## config.mk

```make
export PLATFORM = sky130hd
export DESIGN_NAME = immediate_gen
export DESIGN_NICKNAME = d
export VERILOG_FILES = /design/src/rtl/imm_pkg.sv /design/src/rtl/imm_extract.sv /design/src/rtl/immediate_gen.sv
export SDC_FILE = /design/constraint.sdc
export NUM_CORES = 1
export LEC_CHECK = 0
export CAP_MARGIN = 15
export CORE_ASPECT_RATIO = 0.6
export CORE_MARGIN = 10
export CORE_UTILIZATION = 35
export DETAILED_ROUTE_END_ITERATION = 10
export PLACE_DENSITY = 0.88
export SLEW_MARGIN = 10
export SYNTH_ARGS = -nofsm -noshare
export SYNTH_HDL_FRONTEND = slang
export SYNTH_SLANG_ARGS = --single-unit
```

## constraint.sdc

```tcl
create_clock -name clk -period 7.2 [get_ports clk]
set_input_delay 1.44 -clock clk [delete_from_list [all_inputs] [get_ports clk]]
set_output_delay 1.44 -clock clk [all_outputs]
set_load 0.1 [all_outputs]
```

## src/rtl/imm_pkg.sv

```systemverilog
`default_nettype none
// ============================================================================
// Module  : imm_pkg
// Purpose : Shared types and opcode constants for RISC-V immediate decode.
//           Holds the immediate format code and the base opcodes that carry
//           an immediate operand.
// Revision: 1.0 - initial release
// ============================================================================
package imm_pkg;

  // Immediate format code seen by the operand mux and the pipeline register
  typedef enum logic [2:0] {
    FMT_NONE = 3'd0,
    FMT_I    = 3'd1,
    FMT_S    = 3'd2,
    FMT_B    = 3'd3,
    FMT_U    = 3'd4,
    FMT_J    = 3'd5
  } fmt_t;

  // Major opcodes, instr[6:0]
  localparam logic [6:0] OP_LOAD     = 7'b0000011;
  localparam logic [6:0] OP_STORE    = 7'b0100011;
  localparam logic [6:0] OP_BRANCH   = 7'b1100011;
  localparam logic [6:0] OP_JAL      = 7'b1101111;
  localparam logic [6:0] OP_JALR     = 7'b1100111;
  localparam logic [6:0] OP_LUI      = 7'b0110111;
  localparam logic [6:0] OP_AUIPC    = 7'b0010111;
  localparam logic [6:0] OP_IMM      = 7'b0010011;
  localparam logic [6:0] OP_IMM32    = 7'b0011011;
  localparam logic [6:0] OP_SYSTEM   = 7'b1110011;
  localparam logic [6:0] OP_MISC_MEM = 7'b0001111;

  // Map a major opcode to the immediate format it uses; unknown -> NONE
  function automatic fmt_t opcode_to_fmt(input logic [6:0] opcode);
    fmt_t f;
    f = FMT_NONE;
    case (opcode)
      OP_LOAD,
      OP_IMM,
      OP_IMM32,
      OP_JALR,
      OP_SYSTEM,
      OP_MISC_MEM: f = FMT_I;
      OP_STORE:    f = FMT_S;
      OP_BRANCH:   f = FMT_B;
      OP_LUI,
      OP_AUIPC:    f = FMT_U;
      OP_JAL:      f = FMT_J;
      default:     f = FMT_NONE;
    endcase
    return f;
  endfunction

endpackage : imm_pkg
`default_nettype wire

```

## src/rtl/imm_extract.sv

```systemverilog
`default_nettype none
// ============================================================================
// Module  : imm_extract
// Purpose : Pulls the five RISC-V immediate fields (I/S/B/U/J) out of an
//           instruction word and sign-extends each to xlen from instr[31].
// Revision: 1.0 - initial release
// ============================================================================
module imm_extract #(
  parameter int xlen = 64
) (
  input  logic [31:0]     instr,
  output logic [xlen-1:0] imm_i,
  output logic [xlen-1:0] imm_s,
  output logic [xlen-1:0] imm_b,
  output logic [xlen-1:0] imm_u,
  output logic [xlen-1:0] imm_j
);

  // Raw fields held as signed so the width cast below sign-extends them
  logic signed [11:0] w_raw_i;
  logic signed [11:0] w_raw_s;
  logic signed [12:0] w_raw_b;
  logic signed [31:0] w_raw_u;
  logic signed [20:0] w_raw_j;

  assign w_raw_i = instr[31:20];
  assign w_raw_s = {instr[31:25], instr[11:7]};
  assign w_raw_b = {instr[31], instr[7], instr[30:25], instr[11:8], 1'b0};
  assign w_raw_u = {instr[31:12], 12'b0};
  assign w_raw_j = {instr[31], instr[19:12], instr[20], instr[30:21], 1'b0};

  // U keeps going above bit 31 on RV64 (LUI/AUIPC results are sign-extended)
  assign imm_i = xlen'(w_raw_i);
  assign imm_s = xlen'(w_raw_s);
  assign imm_b = xlen'(w_raw_b);
  assign imm_u = xlen'(w_raw_u);
  assign imm_j = xlen'(w_raw_j);

endmodule : imm_extract
`default_nettype wire

```

## src/rtl/immediate_gen.sv

```systemverilog
`default_nettype none
// ============================================================================
// Module  : immediate_gen
// Purpose : Decode-stage immediate generator. Provides zero-latency memory
//           and branch offsets, the format-selected immediate and format
//           code, plus a registered copy for the decode/execute boundary.
// Revision: 1.0 - initial release
// ============================================================================
module immediate_gen
  import imm_pkg::*;
#(
  parameter int xlen = 64
) (
  input  logic            clk,
  input  logic            rst,
  input  logic            en,
  input  logic [31:0]     instr,
  output logic [xlen-1:0] imm_mem,
  output logic [xlen-1:0] imm_branch,
  output logic [xlen-1:0] imm_sel,
  output logic [2:0]      fmt,
  output logic [xlen-1:0] imm_q,
  output logic [2:0]      fmt_q
);

  logic [xlen-1:0] imm_i;
  logic [xlen-1:0] imm_s;
  logic [xlen-1:0] imm_b;
  logic [xlen-1:0] imm_u;
  logic [xlen-1:0] imm_j;
  logic [6:0]      opcode;
  fmt_t            fmt_dec;
  logic [xlen-1:0] imm_d;
  logic [2:0]      fmt_d;

  imm_extract #(
    .xlen (xlen)
  ) u_imm_extract (
    .instr (instr),
    .imm_i (imm_i),
    .imm_s (imm_s),
    .imm_b (imm_b),
    .imm_u (imm_u),
    .imm_j (imm_j)
  );

  assign opcode = instr[6:0];

  // Opcode decode: which immediate format this instruction carries
  always_comb begin
    fmt_dec = opcode_to_fmt(opcode);
  end

  assign fmt = fmt_dec;

  // Address-adder offset: stores use S, everything else is treated as I
  always_comb begin
    imm_mem = imm_i;
    if (opcode == OP_STORE) begin
      imm_mem = imm_s;
    end
  end

  // Branch target adder always sees the B-field; the opcode gates use later
  assign imm_branch = imm_b;

  // Operand-mux immediate; shifts are not special-cased, so shamt carries
  // the raw I-field including funct bits
  always_comb begin
    imm_sel = '0;
    case (fmt_dec)
      FMT_I:   imm_sel = imm_i;
      FMT_S:   imm_sel = imm_s;
      FMT_B:   imm_sel = imm_b;
      FMT_U:   imm_sel = imm_u;
      FMT_J:   imm_sel = imm_j;
      default: imm_sel = '0;
    endcase
  end

  // Next value for the pipeline register: load on en, otherwise hold
  always_comb begin
    imm_d = imm_q;
    fmt_d = fmt_q;
    if (en) begin
      imm_d = imm_sel;
      fmt_d = fmt_dec;
    end
  end

  // Pipeline register; reset wins over enable
  always_ff @(posedge clk) begin
    if (rst) begin
      imm_q <= '0;
      fmt_q <= FMT_NONE;
    end else begin
      imm_q <= imm_d;
      fmt_q <= fmt_d;
    end
  end

endmodule : immediate_gen
`default_nettype wire

```

==> results of run 1 <==
## kinds of logic after synthesis
logic type / count (synthesis) / synth area share
flip-flops: 35 / 0.205
AO/OA/AOI/OAI: 53 / 0.154
AND/OR/NAND/NOR: 122 / 0.163
buffers and inverters: 213 / 0.446
multiplexers: 9 / 0.0282
other: 1 / 0.00110
XOR/XNOR: 1 / 0.00256
## layout by cell type (no fill, tap or decap), drive strengths merged, types with 2 or more instances in the layout
cell           synthesis  routed
mux2i                  4       4
a31oi                  3       3
or3                    3       3
nor2                  35      35
nand3                  4       4
dfxtp                 35      35
o211ai                 2       2
and3                  13      13
nand2                 55      55
nand3b                 3       3
a21oi                  2       2
a41o                   5       5
buf                  196      57
clkbuf                13       6
o21a                   2       2
o41ai                  2       2
clkdlybuf4s50          0     242
o21ai                  8       8
a311oi                23      23
mux2                   5       5
or2                    2       2
and2                   2       2
inv                    4       4
## per-stage QoR
| step | hold slack, ns | util | setup slack, ns |
|---|---|---|---|
| 6_report | 0.482 | 0.542 | 1.24 |
| 5_1_grt | 0.515 | 0.542 | 1.11 |
| 4_1_cts | 0.485 | 0.540 | 1.26 |
| 3_5_place_dp | 0.479 | 0.525 | 1.26 |
| 3_3_place_gp | 0.472 | 0.525 | 1.31 |
| 2_1_floorplan | 0.921 | - | 0.816 |
## power by group
part | leakage (nW) | total, mW | switching (mW) | internal [mW]
combinational | 1.78 | 0.619 | 0.499 | 0.120
sequential | 0.287 | 0.207 | 0.00506 | 0.202
clock | 0.0669 | 0.209 | 0.0811 | 0.128
total | 2.13 | 1.03 | 0.585 | 0.450
## area by class of cell
| cell class | count | area, um2 |
|---|---|---|
| fillers | 826 | 4290 |
| well taps | 130 | 163 |
| flip-flops and latches | 35 | 701 |
| repair buffers | 299 | 2850 |
| clock inverters | 2 | 12.5 |
| multi-input cells | 186 | 1200 |
| clock buffers | 6 | 129 |
| inverters | 4 | 15.0 |
## registers in the layout (all words and copies together), names as in the netlist
register and count:
fmt_q 3, imm_q 32
## path summary, 6_finish.rpt
path	to	slack [ns]
worst min-delay path	imm_q[1]	0.48
worst min register to register	imm_q[1]	0.48
worst max register to register	imm_q[62]	5.89
worst max-delay path	imm_sel[19]	1.24
## per-layer routing
layer / GRT usage / up-vias / routed length (um)
met5: 0 / - / 0
met2: 0.299 / 175 / 6490
met3: 0.0752 / 10 / 1520
met1: 0.162 / 1391 / 4630
met4: 0.0369 / 0 / 138
li1: - / 1460 / -
## worst register-to-register path: cells and delay by family (launching register included)
family | cells | cell delay (ns)
flops | 1 | 0.96
simple gates | 1 | 0.16
compound gates | 1 | 0.09
==> results.ini, run 1 <==
[min_path]
worstHoldStart = imm_q[1]
min_path_type = reg -> reg
hold_depth = 2

[status]
status = complete, no violations

[yosys]
synth_top_area_frac = 0.417
yosys_warnings = 0
yosysUniqueCellTypes = 48
synthArstFlopShare = 0
yosys-top-cells-count = 190 x buf_4, 55 x nand2_1, 35 x dfxtp_1
synth_seq_area_share = 0.205
yosys.area.top_type = buf_4
ys_seq_elements = 35
synth_ff_type = dfxtp_1
syn_nets = 469
synth_edf_count = 0
yosysMostFrequentCell = buf_4
synthesis.instances = 434
synth_area_per_cell_um2 = 7.88
synth_area_mm2 = 0.00342
synth_area_leaders = buf_4 42%, dfxtp_1 20%, nand2_1 6.0%

[clocking]
clk_pin_slew_ns = 0.06
holdBufCountCts = 0
cts_tree = built
cts.path.max_buffers = 2
cts_setup_buffers = 0
cts_max_level = 2
numCtsBuffers = 5
cts_sinks = 35
cts-root-buf = clkbuf_16
ctsResizeCount = 0
clk-insertion-delay-late_ns = 0.28

[setup_path]
path_cells = clkdlybuf4s50_1 -> or2_1 -> or3_4 -> a31oi_4 -> o21ai_4 -> nand2_1 -> clkdlybuf4s50_1
r2r-start = imm_q[62]
cp-startpoint = instr[6]
cpMostUsedCell = clkdlybuf4s50_1
critPathMaxFanout = 16
end_kind = primary output
cp.depth = 7
cp_num_buf_inv = 2
slowest_stage = clkdlybuf4s50_1
reg2reg_depth = 2
cp-start-kind = input pin
required_ns = 5.76
crit_type = in -> out
cp.arrival_ns = 4.52
max_stage_delay_ns = 1.15
cp_top_family = buffers and inverters

[layout]
fin_area_mm2 = 0.00507
layout.nets = 566
instances_no_fill = 662
drive_gt1_frac = 0.171
antennaDiodeCount = 0
areaGrowthSynthToFinish_pct = 48.2

[detailed_routing]
drc = 0
drt_iter0_drc = 160
vias = 3036
drt_wl_total_um = 12800
post_drt_via_cell_ratio = 4.59
drt-wirelength-per-cell_um = 19.3
ant_nets = 0
drt_pre_antenna_iters = 4

[floorplan]
die_area_mm2 = 0.0143
design.core.area_mm2 = 0.00936
ioPinCount = 297
initial_utilization = 0.365
row_count = 27
die_w_um = 148
die_h_um = 96.6

[global_route]
antenna_found_initial = 0
grt_util_all_layers = 0.160
grt_pass1_vias = 3011
grt_max_degree = 61
grt_pass1_wl_um = 18200
overflow = 0

[place]
dp_hpwl_um = 10500
post-place-cells = 653
port_buffers = 295
place.gp.congestion = 0.803
place_area_mm2 = 0.00491

[timing]
rsz0062_at_grt = no
fmax_mhz = 168
max_slew_margin = 0.311
timing.final.crit_period_ns = 5.96
setup_viol = 0
hold_violations = 0
layout_worst_path_cycle_share = 0.828
skew_ns = 0
slew_violations = 0
worst_pin_slew_ns = 1.03
finalSetupTns_ns = 0

[pwr]
power_density_mw_per_mm2 = 204
vdd_drop_max_v = 0.000149
power.total_mw = 1.03
p_leak_nw = 2.13

[run]
drv_cap = 0

(Power assumes the default switching activity.)
==> run 2: changes to the inputs <==
Settings changed: CORE_UTILIZATION 35 to 29, PLACE_DENSITY 0.88 to 0.78.
Clock period 7.2 ns to 4.9 ns, I/O delays scaled along.
==> results.ini, run 2 (synthesis results as in run 1) <==
[timing]
rsz0062_at_grt = no
skew_ns = 0  ; unchanged
worst_pin_slew_ns = 1.04  ; +0.0118 ns
slew_violations = 0  ; unchanged
finalSetupTns_ns = 0  ; unchanged
fmax_mhz = 231
max_slew_margin = 0.303  ; -0.00789
timing.final.crit_period_ns = 4.33
setup_viol = 0  ; unchanged
layout_worst_path_cycle_share = 0.883
setup_ws_ns = 0.575  ; -0.662 ns
hold_violations = 0  ; unchanged

[pwr]
vdd_drop_max_v = 0.000177  ; +19%
p_leak_nw = 2.50  ; +17%
seq_power_share = 0.190  ; -0.010
swShare = 0.545  ; -0.0200
clkPwrFrac = 0.226  ; +0.024
p_comb_frac = 0.584  ; -0.014
power_density_mw_per_mm2 = 287  ; +41%
power.net_switching_mw = 0.875  ; +50%
internal_power_mw = 0.729  ; +62%

[place]
place.gp.congestion = 0.863  ; +7.5%
port_buffers = 295  ; unchanged
place_area_mm2 = 0.00542  ; +10%
dp_hpwl_um = 11300  ; +8.0%
dp_slack_ns = 0.584  ; -0.671 ns

[clocking]
numCtsBuffers = 5  ; unchanged
holdBufCountCts = 0  ; unchanged
cts_tree = built
ctsResizeCount = 0  ; unchanged
cts.path.max_buffers = 2  ; unchanged
cts-root-buf = clkbuf_16
cts_setup_buffers = 0  ; unchanged
clk_pin_slew_ns = 0.06  ; about the same
cts_sinks = 35  ; unchanged
cts_max_level = 2  ; unchanged
clk-insertion-delay-late_ns = 0.27  ; about the same

[setup_path]
cp.arrival_ns = 3.35  ; -1.17 ns
r2r-start = imm_q[62]
reg2reg_depth = 2  ; unchanged
r2r-end = imm_q[62]
crit_type = in -> out
required_ns = 3.92  ; -1.84 ns
critPathMaxFanout = 15  ; -1
regToRegSetupSlack_ns = 3.58  ; -2.31 ns
cp-start-kind = input pin
end_kind = primary output

[layout]
layout_common_cells = 137 x buf_4, 101 x clkdlybuf4s50_1, 63 x buf_12, 55 x nand2_1, 35 x dfxtp_1
fin_area_mm2 = 0.00559  ; +10%
largest_reg_flops = 32  ; unchanged
drive_gt1_frac = 0.442  ; +0.271
areaGrowthSynthToFinish_pct = 63.5
regMostFlops = imm_q
layout_commonest_cell = buf_4
layout.nets = 570  ; +0.71%
antennaDiodeCount = 0  ; unchanged
reg.largest.list = imm_q x32, fmt_q x3

[global_route]
grt_max_degree = 63  ; +3.3%
grt_pass1_wl_um = 20500  ; +13%
antenna_found_initial = 0  ; unchanged
grt_pass1_vias = 3227  ; +7.2%
overflow = 0  ; unchanged
grt_util_all_layers = 0.151  ; -0.00885

[status]
status = complete, no violations

[floorplan]
die_w_um = 160  ; +8.5%
die_h_um = 104  ; +7.8%
design.core.area_mm2 = 0.0114  ; +22%
die_area_mm2 = 0.0167  ; +17%
initial_utilization = 0.300  ; -0.0658
ioPinCount = 297  ; unchanged
row_count = 30  ; +11%

[run]
drv_cap = 0  ; unchanged

[min_path]
worstHoldEndpoint = imm_q[13]
worstHoldStart = imm_q[13]
min_path_type = reg -> reg
hold_depth = 2  ; unchanged

[detailed_routing]
drt_iter0_drc = 208  ; +30%
vias = 3064  ; +0.92%
post_drt_via_cell_ratio = 4.40  ; -4.0%
drc = 0  ; unchanged
drt-wirelength-per-cell_um = 19.6  ; +1.3%
drt_pre_antenna_iters = 6  ; +2
drt_wl_total_um = 13600  ; +6.5%
ant_nets = 0  ; unchanged

## run 2: through the flow
| step | util | total power [mW] | hold slack (ns) | std cells |
|---|---|---|---|---|
| 6_report | 0.490 | 1.60 | 0.484 | 696 |
| 5_1_grt | 0.490 | 1.65 | 0.502 | 696 |
| 4_1_cts | 0.490 | 1.62 | 0.484 | 696 |
| 3_5_place_dp | 0.475 | 1.25 | 0.476 | 688 |
| 3_3_place_gp | 0.475 | 1.25 | 0.470 | 688 |
| 2_1_floorplan | - | 1.09 | 0.921 | 434 |
## run 2: layout make-up
type,instances,area [um2]
sequential,35,701
clock inverter,3,43.8
tap,160,200
multi-input combinational,186,1200
fill,1053,5820
clock buffer,5,125
inverter,4,15.0
timing repair buffer,303,3310
## run 2: critical path, cell delays in order
cell             delay, ns
clkdlybuf4s50_1       0.65
or2_1                 0.39
a21o_1                0.19
o211ai_2              0.32
nand3_2               0.35
nand2_1               0.25
buf_12                0.20
## run 2: how the worst max path moves through the flow
stage / from / end / cells after the start
after detailed placement: instr[2] / imm_sel[26] / 7
after global routing: instr[2] / imm_sel[26] / 7
after floorplan: instr[5] / imm_sel[32] / 7
after CTS: instr[2] / imm_sel[26] / 7
final: instr[2] / imm_sel[26] / 7
after global placement: instr[2] / imm_sel[28] / 7
## run 2: power by group through the flow
| stage | clock (mW) | sequential (mW) | combinational [mW] |
|---|---|---|---|
| 2_1_floorplan | 0 | 0.397 | 0.694 |
| 3_3_place_gp | 0 | 0.309 | 0.936 |
| 3_5_place_dp | 0 | 0.310 | 0.942 |
| 4_1_cts | 0.375 | 0.304 | 0.943 |
| 5_1_grt | 0.384 | 0.305 | 0.961 |
| 6_report | 0.363 | 0.304 | 0.937 |
## run 2: routing by layer
layer,vias up,GRT usage,part of all wire
li1,1465,-,-
met1,1411,0.169,0.39
met2,186,0.267,0.50
met3,2,0.0648,0.11
met4,0,0.0176,0.0018
met5,-,0,0
